File: config.mk
export PLATFORM = sky130hd
export DESIGN_NAME = acc_drain_ctrl_flat
export DESIGN_NICKNAME = d
export VERILOG_FILES = /design/src/rtl/npu_pkg.sv /design/src/rtl/acc_drain_ctrl_if.sv /design/src/rtl/requant_core.sv /design/src/rtl/acc_drain_ctrl.sv /design/src/flat_wrapper.sv
export SDC_FILE = /design/constraint.sdc
export NUM_CORES = 2
export LEC_CHECK = 0
export BUFFER_PORTS_ARGS = -buffer_cell sky130_fd_sc_hd__buf_2
export CORE_MARGIN = 3
export CORE_UTILIZATION = 30
export DETAILED_ROUTE_END_ITERATION = 6
export PLACE_DENSITY = 0.44
export SYNTH_ARGS = -nofsm -noshare
export SYNTH_HDL_FRONTEND = slang
export SYNTH_SLANG_ARGS = --single-unit
File: constraint.sdc
create_clock -name clk -period 15.59 [get_ports clk]
set_input_delay 0.7795 -clock clk [delete_from_list [all_inputs] [get_ports clk]]
set_output_delay 0.7795 -clock clk [all_outputs]
set_load 0.02 [all_outputs]
File: src/rtl/npu_pkg.sv
// Shared NPU definitions: default datapath widths matching mac_unit, INT8 limits, drain FSM states.
package npu_pkg;
    localparam int ACC_W   = 32;
    localparam int IN_W    = 8;
    localparam int OUT_W   = 8;
    localparam int SCALE_W = 16;
    localparam int SHIFT_W = 6;

    localparam int INT8_MIN = -128;
    localparam int INT8_MAX = 127;

    typedef enum logic [2:0] {
        ACCUM,
        CAPTURE,
        MUL,
        SAT,
        OUT
    } acc_drain_state_e;
endpackage

File: src/rtl/acc_drain_ctrl_if.sv
// Operand stream in and requantized result out, both valid/ready; master is the producer/consumer side.
interface acc_drain_ctrl_if #(
    parameter int IN_WIDTH  = 8,
    parameter int OUT_WIDTH = 8
);
    logic                 in_valid;
    logic                 in_ready;
    logic [IN_WIDTH-1:0]  in_data;
    logic [IN_WIDTH-1:0]  in_weight;
    logic                 in_last;
    logic                 out_valid;
    logic                 out_ready;
    logic [OUT_WIDTH-1:0] out_data;

    modport master (
        output in_valid, in_data, in_weight, in_last, out_ready,
        input  in_ready, out_valid, out_data
    );

    modport slave (
        input  in_valid, in_data, in_weight, in_last, out_ready,
        output in_ready, out_valid, out_data
    );
endinterface

File: src/rtl/requant_core.sv
// Requantizer: scale multiply (stage 1), round/shift/zero-point/saturate into a held result (stage 2).
// One cycle per stage, each advanced only by its enable; no backpressure of its own.
module requant_core
    import npu_pkg::*;
#(
    parameter  int ACC_WIDTH   = ACC_W,
    parameter  int SCALE_WIDTH = SCALE_W,
    parameter  int SHIFT_WIDTH = SHIFT_W,
    parameter  int OUT_WIDTH   = OUT_W,
    localparam int PROD_W      = ACC_WIDTH + SCALE_WIDTH + 1
) (
    input  logic                        clk,
    input  logic                        rst_n,
    input  logic                        mul_en,
    input  logic                        sat_en,
    input  logic signed [ACC_WIDTH-1:0] acc,
    input  logic [SCALE_WIDTH-1:0]      scale,
    input  logic [SHIFT_WIDTH-1:0]      shift,
    input  logic signed [OUT_WIDTH-1:0] zp,
    output logic signed [PROD_W-1:0]    prod_q,
    output logic signed [OUT_WIDTH-1:0] out_q
);
    localparam int RND_W = PROD_W + 1;
    localparam int SUM_W = PROD_W + 2;
    localparam logic signed [SUM_W-1:0] SAT_MAX = SUM_W'(INT8_MAX);
    localparam logic signed [SUM_W-1:0] SAT_MIN = SUM_W'(INT8_MIN);

    logic signed [RND_W-1:0]     rnd_sum;
    logic signed [RND_W-1:0]     rnd_shr;
    logic signed [SUM_W-1:0]     zp_sum;
    logic signed [OUT_WIDTH-1:0] sat_dat;

    // One extra bit keeps the half-LSB rounding add from overflowing.
    always_comb begin
        rnd_sum = RND_W'(prod_q);
        if (shift != '0) begin
            rnd_sum = rnd_sum + (RND_W'(1) << (shift - SHIFT_WIDTH'(1)));
        end
        rnd_shr = rnd_sum >>> shift;
        zp_sum  = SUM_W'(rnd_shr) + SUM_W'(zp);
        if (zp_sum > SAT_MAX) begin
            sat_dat = SAT_MAX[OUT_WIDTH-1:0];
        end else if (zp_sum < SAT_MIN) begin
            sat_dat = SAT_MIN[OUT_WIDTH-1:0];
        end else begin
            sat_dat = zp_sum[OUT_WIDTH-1:0];
        end
    end

    always_ff @(posedge clk or negedge rst_n) begin
        if (!rst_n) begin
            prod_q <= '0;
            out_q  <= '0;
        end else begin
            if (mul_en) begin
                prod_q <= PROD_W'(acc) * PROD_W'($signed({1'b0, scale}));
            end
            if (sat_en) begin
                out_q <= sat_dat;
            end
        end
    end
endmodule

File: src/rtl/acc_drain_ctrl.sv
// Feeds operand beats to one mac_unit, drains and clears its accumulator, emits a requantized INT8 result.
// Result valid 4 cycles after the last beat; no beat is accepted until the result is taken downstream.
module acc_drain_ctrl
    import npu_pkg::*;
#(
    parameter  int ACC_WIDTH   = ACC_W,
    parameter  int IN_WIDTH    = IN_W,
    parameter  int OUT_WIDTH   = OUT_W,
    parameter  int SCALE_WIDTH = SCALE_W,
    parameter  int SHIFT_WIDTH = SHIFT_W,
    localparam int PROD_W      = ACC_WIDTH + SCALE_WIDTH + 1
) (
    input  logic                   clk,
    input  logic                   rst_n,
    acc_drain_ctrl_if.slave        io,
    input  logic [SCALE_WIDTH-1:0] cfg_scale,
    input  logic [SHIFT_WIDTH-1:0] cfg_shift,
    input  logic [OUT_WIDTH-1:0]   cfg_zp,
    output logic                   mac_enable,
    output logic                   mac_clear_acc,
    output logic [IN_WIDTH-1:0]    mac_data_in,
    output logic [IN_WIDTH-1:0]    mac_weight_in,
    input  logic [ACC_WIDTH-1:0]   mac_acc,
    output logic                   busy
);
    acc_drain_state_e state, state_nxt;

    logic signed [ACC_WIDTH-1:0] acc_q;
    logic [SCALE_WIDTH-1:0]      scale_q;
    logic [SHIFT_WIDTH-1:0]      shift_q;
    logic signed [OUT_WIDTH-1:0] zp_q;
    logic                        out_valid_q;
    logic                        beat_acc;
    logic signed [PROD_W-1:0]    prod_unused;

    always_comb begin
        state_nxt   = state;
        io.in_ready = (state == ACCUM);
        beat_acc    = io.in_valid && io.in_ready;
        case (state)
            ACCUM:   if (beat_acc && io.in_last) state_nxt = CAPTURE;
            CAPTURE: state_nxt = MUL;
            MUL:     state_nxt = SAT;
            SAT:     state_nxt = OUT;
            OUT:     if (out_valid_q && io.out_ready) state_nxt = ACCUM;
            default: state_nxt = ACCUM;
        endcase
    end

    assign mac_enable    = beat_acc;
    assign mac_data_in   = io.in_data;
    assign mac_weight_in = io.in_weight;
    assign busy          = (state != ACCUM);
    assign io.out_valid  = out_valid_q;

    // Config is frozen at CAPTURE so a mid-requant change cannot mix two settings.
    always_ff @(posedge clk or negedge rst_n) begin
        if (!rst_n) begin
            state         <= ACCUM;
            mac_clear_acc <= 1'b0;
            out_valid_q   <= 1'b0;
            acc_q         <= '0;
            scale_q       <= '0;
            shift_q       <= '0;
            zp_q          <= '0;
        end else begin
            state         <= state_nxt;
            mac_clear_acc <= (state_nxt == CAPTURE);
            if (state == CAPTURE) begin
                acc_q   <= $signed(mac_acc);
                scale_q <= cfg_scale;
                shift_q <= cfg_shift;
                zp_q    <= $signed(cfg_zp);
            end
            if (state == SAT) begin
                out_valid_q <= 1'b1;
            end else if (out_valid_q && io.out_ready) begin
                out_valid_q <= 1'b0;
            end
        end
    end

    requant_core #(
        .ACC_WIDTH  (ACC_WIDTH),
        .SCALE_WIDTH(SCALE_WIDTH),
        .SHIFT_WIDTH(SHIFT_WIDTH),
        .OUT_WIDTH  (OUT_WIDTH)
    ) u_requant (
        .clk   (clk),
        .rst_n (rst_n),
        .mul_en(state == MUL),
        .sat_en(state == SAT),
        .acc   (acc_q),
        .scale (scale_q),
        .shift (shift_q),
        .zp    (zp_q),
        .prod_q(prod_unused),
        .out_q (io.out_data)
    );
endmodule

File: src/flat_wrapper.sv
// flat-port wrapper written by rule: the top's interface ports become plain ports
module acc_drain_ctrl_flat import npu_pkg::*;
#(
    parameter  int ACC_WIDTH   = ACC_W,
    parameter  int IN_WIDTH    = IN_W,
    parameter  int OUT_WIDTH   = OUT_W,
    parameter  int SCALE_WIDTH = SCALE_W,
    parameter  int SHIFT_WIDTH = SHIFT_W,
    localparam int PROD_W      = ACC_WIDTH + SCALE_WIDTH + 1
)
  (clk, rst_n, cfg_scale, cfg_shift, cfg_zp, mac_enable, mac_clear_acc, mac_data_in, mac_weight_in, mac_acc, busy, io_in_valid, io_in_data, io_in_weight, io_in_last, io_out_ready, io_in_ready, io_out_valid, io_out_data);
  acc_drain_ctrl_if #(.IN_WIDTH(IN_WIDTH), .OUT_WIDTH(OUT_WIDTH)) io_i ();
  input  logic clk;
  input  logic rst_n;
  input  logic [SCALE_WIDTH-1:0] cfg_scale;
  input  logic [SHIFT_WIDTH-1:0] cfg_shift;
  input  logic [OUT_WIDTH-1:0] cfg_zp;
  output logic mac_enable;
  output logic mac_clear_acc;
  output logic [IN_WIDTH-1:0] mac_data_in;
  output logic [IN_WIDTH-1:0] mac_weight_in;
  input  logic [ACC_WIDTH-1:0] mac_acc;
  output logic busy;
  input wire logic [$bits(io_i.in_valid)-1:0] io_in_valid;
  input wire logic [$bits(io_i.in_data)-1:0] io_in_data;
  input wire logic [$bits(io_i.in_weight)-1:0] io_in_weight;
  input wire logic [$bits(io_i.in_last)-1:0] io_in_last;
  input wire logic [$bits(io_i.out_ready)-1:0] io_out_ready;
  output wire logic [$bits(io_i.in_ready)-1:0] io_in_ready;
  output wire logic [$bits(io_i.out_valid)-1:0] io_out_valid;
  output wire logic [$bits(io_i.out_data)-1:0] io_out_data;
  assign io_i.in_valid = io_in_valid;
  assign io_i.in_data = io_in_data;
  assign io_i.in_weight = io_in_weight;
  assign io_i.in_last = io_in_last;
  assign io_i.out_ready = io_out_ready;
  assign io_in_ready = io_i.in_ready;
  assign io_out_valid = io_i.out_valid;
  assign io_out_data = io_i.out_data;
  acc_drain_ctrl #(.ACC_WIDTH(ACC_WIDTH), .IN_WIDTH(IN_WIDTH), .OUT_WIDTH(OUT_WIDTH), .SCALE_WIDTH(SCALE_WIDTH), .SHIFT_WIDTH(SHIFT_WIDTH)) u_core (.clk(clk), .rst_n(rst_n), .io(io_i), .cfg_scale(cfg_scale), .cfg_shift(cfg_shift), .cfg_zp(cfg_zp), .mac_enable(mac_enable), .mac_clear_acc(mac_clear_acc), .mac_data_in(mac_data_in), .mac_weight_in(mac_weight_in), .mac_acc(mac_acc), .busy(busy));
endmodule
# After elaboration in Yosys (flattened, before gate mapping)
# Cells that the tools add are included.
[op_classes] addsub=3 n_mul=1 magnitude_cmp=2 eq_ne=5 n_shift=2 muxes=8 n_reduce_logical=7
[op_table] cell="adder 50 x 8 -> 51 bit" n=1
[op_table] cell="> comparator 51 x 8 -> 1 bit (second input constant)" n=1
[op_table] cell="less-than comparator 51 x 8 -> 1 bit (second input constant)" n=1
[op_table] cell="adder 49 x 50 -> 50 bit" n=1
[op_table] cell="two-way mux 50 bit" n=1
[op_table] cell="<< shifter 1 x 6 -> 50 bit (first input constant)" n=1
[op_table] cell=">>> shifter 50 x 6 -> 50 bit" n=1
[op_table] cell="multiplier 32 x 17 -> 49 bit" n=1
[op_table] cell="two-way mux 8 bit" n=2
[op_table] cell="case mux 3 bit (5 select lines)" n=1
[op_table] cell="equality test 3 x 1 -> 1 bit (second input constant)" n=2
[op_table] cell="equality test 3 x 2 -> 1 bit (second input constant)" n=2
[op_table] cell="two-way mux 3 bit" n=2
[op_table] cell="nonzero test 6 bit" n=1
[op_table] cell="subtractor 6 x 1 -> 6 bit (second input constant)" n=1
[op_table] cell="equality test 3 bit (second input constant)" n=1
[op_table] cell="logical AND 1 bit" n=3
[op_table] cell="logical NOT 3 bit" n=1
[op_table] cell="nonzero test 3 bit" n=1
[op_table] cell="two-way mux 1 bit" n=2
[op_table] cell="nonzero test 2 bit" n=1
[word_totals] reg_bits=124 in_bits=83 output_inout_bits=29 wordCells=37

# Logic depth before layout (Yosys ltp)
[logic_depth] word_depth=9 ltp_mapped=36 depth_no_buf=32

# Hierarchy
# From an unflattened synthesis, not the netlist that was laid out.
[hier_totals] cells_unflattened=4254 area_unflattened_um2=35009.8
[by_module_without_submodules] mod="requant_core" instances=1 cells_each=4087 area_each_um2=32058.2 seq_area_each_um2=1426.4
[by_module_without_submodules] mod="acc_drain_ctrl" instances=1 cells_each=167 area_each_um2=2951.6 seq_area_each_um2=1676.6

# Worst setup path before layout
# OpenSTA, ideal clock, no wires.
[synth_timing] path_kind="reg2reg" startpoint="reg u_core.shift_q[0]" endpoint="reg u_core.u_requant.out_q[0]" setup_time_ns=0.126 arrival_ns=7.661 required_time_ns=15.464 setup_slack_ns=7.803 path_stages_with_launch=34 path_buffers=4 period_less_slack_ns=7.787 path_cell_list="dfrtp_1 -> clkbuf_1 -> clkbuf_1 -> buf_1 -> nand2_1 -> clkbuf_1 -> nor2_1 -> ha_1 -> fa_1 -> a211oi_1 -> o21a_1 -> a211o_2 -> a21o_2 -> a2111oi_2 -> nor2_1 -> mux2i_1 -> a21o_1 -> mux2i_1 -> o21ai_1 -> a31o_2 -> mux4_2 -> ha_1 -> o211a_1 -> a21oi_2 -> o31a_2 -> o311ai_4 -> o31ai_1 -> o41a_1 -> xnor2_1 -> nor4b_2 -> nand4_1 -> nor4_1 -> a31oi_1 -> a221o_1"
[synth_via] elab_chain_cells=9 word_cells_on_any_way=11 classes_between="add/sub (3); order compare (2); shift (2); mux (3); reduce/logical (1)"
[synth_rtl] element="start: declaration" line_no="acc_drain_ctrl.sv:30" text="logic [SHIFT_WIDTH-1:0] shift_q;"
[synth_rtl] element="start signal: assignment" line_no="acc_drain_ctrl.sv:72" text="shift_q <= cfg_shift;"
[synth_rtl] element="subtractor 6 x 1 -> 6 bit" line_no="requant_core.sv:37" text="rnd_sum = rnd_sum + (RND_W'(1) << (shift - SHIFT_WIDTH'(1)));"
[synth_rtl] element="<< shifter 1 x 6 -> 50 bit" line_no="requant_core.sv:37"
[synth_rtl] element="adder 49 x 50 -> 50 bit" line_no="requant_core.sv:37"
[synth_rtl] element="two-way mux 50 bit" line_no="requant_core.sv:36" text="if (shift != '0) begin"
[synth_rtl] element=">>> shifter 50 x 6 -> 50 bit (*)" line_no="requant_core.sv:39" text="rnd_shr = rnd_sum >>> shift;"
[synth_rtl] element="adder 50 x 8 -> 51 bit (*)" line_no="requant_core.sv:40" text="zp_sum = SUM_W'(rnd_shr) + SUM_W'(zp);"
[synth_rtl] element="less-than comparator 51 x 8 -> 1 bit" line_no="requant_core.sv:43" text="end else if (zp_sum < SAT_MIN) begin"
[synth_rtl] element="two-way mux 8 bit" line_no="requant_core.sv:43"
[synth_rtl] element="two-way mux 8 bit (*)" line_no="requant_core.sv:41" text="if (zp_sum > SAT_MAX) begin"
[synth_rtl] element="end signal: assignment" line_no="requant_core.sv:59" text="out_q <= sat_dat;"
[synth_rtl] element="end: declaration" line_no="requant_core.sv:21" text="output logic signed [OUT_WIDTH-1:0] out_q"
# Mark *: on every way between the ends. The rest lies on a longest branch, timed or not.
# A chain may end at the register's enable or synchronous reset.

# Worst setup path after layout
[layout_timing] startpoint="reg u_core.shift_q[1]" endpoint="reg u_core.u_requant.out_q[1]"
# Same word-level chain as after synthesis.

==> reports/results.txt <==
Status - complete, no violations
Cell area after layout - 36200 sq um
Layout cells sized above 1 - 8.60%
Post_cts resized - 0
Net Count, Synth - 4935
Commonest non-fill, non-tap cell in the layout - nand2_1
Final WL - 119000 um
IO buf count - 79
Fraction of registers with async set/reset - 100%
Clk buf depth - 2
Iteration count of the initial detailed-routing pass - 5
RSZ-0062 raised after global routing - no
Post-CTS Setup Inserts - 0
Worst setup EP type - flop
Total negative slack - 0 ns
Pre-CTS WS - 5.26 ns
Syn avg cell area - 8.20 sq um
Synthesized flop and latch total - 124
Setup ws final - 5.19 ns
GRT Util Overall - 20.5%
Die span in y - 343 um
Crit Path Max Fanout - 39
Most frequent cells in the layout - nand2_1, inv_1, fa_1
Crit path time final - 10.40 ns
Reg-to-reg startpoint - u_core.shift_q[1]
Final setup violation count - 0
Largest stage delay, worst path - 0.82 ns
Crit Path Category - flop to flop
Final period util - 66.7%
Area Growth Syn to Fin - 6.58%
Crit path from - u_core.shift_q[1]
Largest net degree at the start of global routing - 80
Post-DR vias/cell - 5.30
Arr. time, crit path - 10.77 ns
Drt initial violations - 2269
TritonCTS Sinks - 124
Worst hold path class - input pin to async pin
Main synth FF type - dfrtp_1
Startpoint Class - flop
TritonCTS Buffers - 17
Max_slew headroom - 19.1%
Synth unique cells - 114
Critical Path RT - 15.96 ns
Hold Fails Final Rpt - 0
Ant. Diodes - 0
R2r setup slk - 5.19 ns
RR Endpoint - u_core.u_requant.out_q[1]
GRT overflow - 0
CP max-delay cell - nand2_1
Worst r2r path cells - 29
Die Wd - 343 um
Root buf cell - clkbuf_16
Final net count - 4835
Total Die Area - 117000 sq um
Cts hold-fix bufs - 0
Cells after Synth - 4145
Skew-Pair Late Insertion Delay - 0.50 ns
Vias after detailed routing - 29.4k
Row count - 122
Placed Area - 35600 sq um
EDFF count, synth - 0
Starting Density - 30.5%
Util after Layout - 32.5%
Worst Max-Slew Pin Slew - 1.20 ns
Clock slew seen by the registers of the worst setup and hold paths - 0.07 ns
Routed Antenna Nets - 0
Drc violations - 0
Max-cap violation count - 0
Antenna violations before repair - 0
Wire length per cell - 21.5 um
Detailed placement HPWL - 92500 um
Post-Syn Area - 34000 sq um
Total core area - 112000 sq um
CTS tree - built
CTS H-tree depth - 4
Setup crit end - u_core.u_requant.out_q[1]
First-pass GRT wire length - 188000 um
Yosys warnings - 0
Vias in the first global route - 30.5k
IO Pins - 112
Seq/Total Area, Yosys - 9.13%
F_max - 0.0962 GHz
Worst Skew - 0.0213 ns
Slew Viols, Final - 0
Gp weighted congestion - 0.942
[metrics by stage]
step                      hold slack, ns  instances
final                              0.298       5546
after global routing               0.346       5546
after CTS                          0.332       5546
after detailed placement           0.499       5514
after global placement             0.491       5514
after floorplan                    0.469       4145
[worst min path at each step]
stage,to,slack [ns],cells after the start
finish,u_core.acc_q[5],0.30,1
detailed placement,u_core.scale_q[11],0.50,1
global route,u_core.acc_q[5],0.35,1
global placement,u_core.scale_q[13],0.49,1
CTS,u_core.acc_q[5],0.33,1
floorplan,u_core.u_requant.prod_q[8],0.47,2
[cells by family (layout without fill, tap and decap cells)]
family                   after synthesis  in the layout  synth area share [%]
adder cells (fa/ha/maj)              707            707                  36.9
XOR/XNOR                             122            122                  3.14
multiplexers                         139            139                  4.89
flip-flops                           124            124                  9.13
AND/OR/NAND/NOR                     1343           1343                  18.6
buffers and inverters                824            737                  9.39
AO/OA/AOI/OAI                        886            886                  17.9
[area by class of cell]
cell class,instances,area [sq um]
Inverter,576,2160
Sequential cell,124,3120
Multi-Input combinational cell,3197,27700
Clock inverter,14,158
Timing Repair Buffer,129,777
Fill cell,12000,75300
Tap cell,1488,1860
Clock buffer,18,439
[registers in the layout, summed over array words and instances (netlist names)]
name,flops
u_core.state,3
u_core.acc_q,32
u_core.io.out_valid,1
u_core.shift_q,6
u_core.zp_q,8
u_core.u_requant.prod_q,49
u_core.u_requant.out_q,8
u_core.mac_clear_acc,1
u_core.scale_q,16
[per-layer routing]
metal | share of wire (%) | GRT usage [%] | up-vias | wire, um
met5 | 0 | 0 | - | 0
met1 | 47 | 28.9 | 14800 | 56300
met2 | 46 | 33.4 | 775 | 55100
met4 | 2.2 | 5.28 | 0 | 2640
met3 | 4.3 | 2.10 | 148 | 5100
li1 | - | - | 13600 | -
[worst max-delay path: cells and delay by family (launching register included)]
family	cells	cell delay [ns]
flip-flops	1	0.34
adder cells (fa/ha/maj)	2	0.74
XOR/XNOR	2	0.65
buffers and inverters	1	0.41
AND/OR/NAND/NOR	7	2.49
multiplexers	1	0.58
AO/OA/AOI/OAI	16	5.03
[synth_stat cells (19+ instances only)]
master	instances	area [sq um]
o21bai_1	26	195
nor3_1	65	325
nand4_1	38	238
clkbuf_1	190	713
dfrtp_1	124	3100
o21a_1	23	173
a31oi_1	33	206
ha_1	216	2700
o21ai_0	179	896
buf_2	22	110
a211oi_1	55	413
nor2_1	220	826
and2_1	222	1390
a221oi_1	19	166
a21oi_1	213	1070
xnor2_1	64	561
o211ai_1	22	165
xor2_1	58	508
o31ai_1	21	158
nand3_1	52	260
inv_1	571	2140
and3_1	27	169
mux2i_1	50	500
nand2_1	603	2260
a21o_1	87	653
or3_1	23	144
fa_1	491	9830
mux2_2	75	845
Power is left out: the tool's default activity adds up to more than one toggle a clock period on the data nets, which glitch-free logic cannot reach.
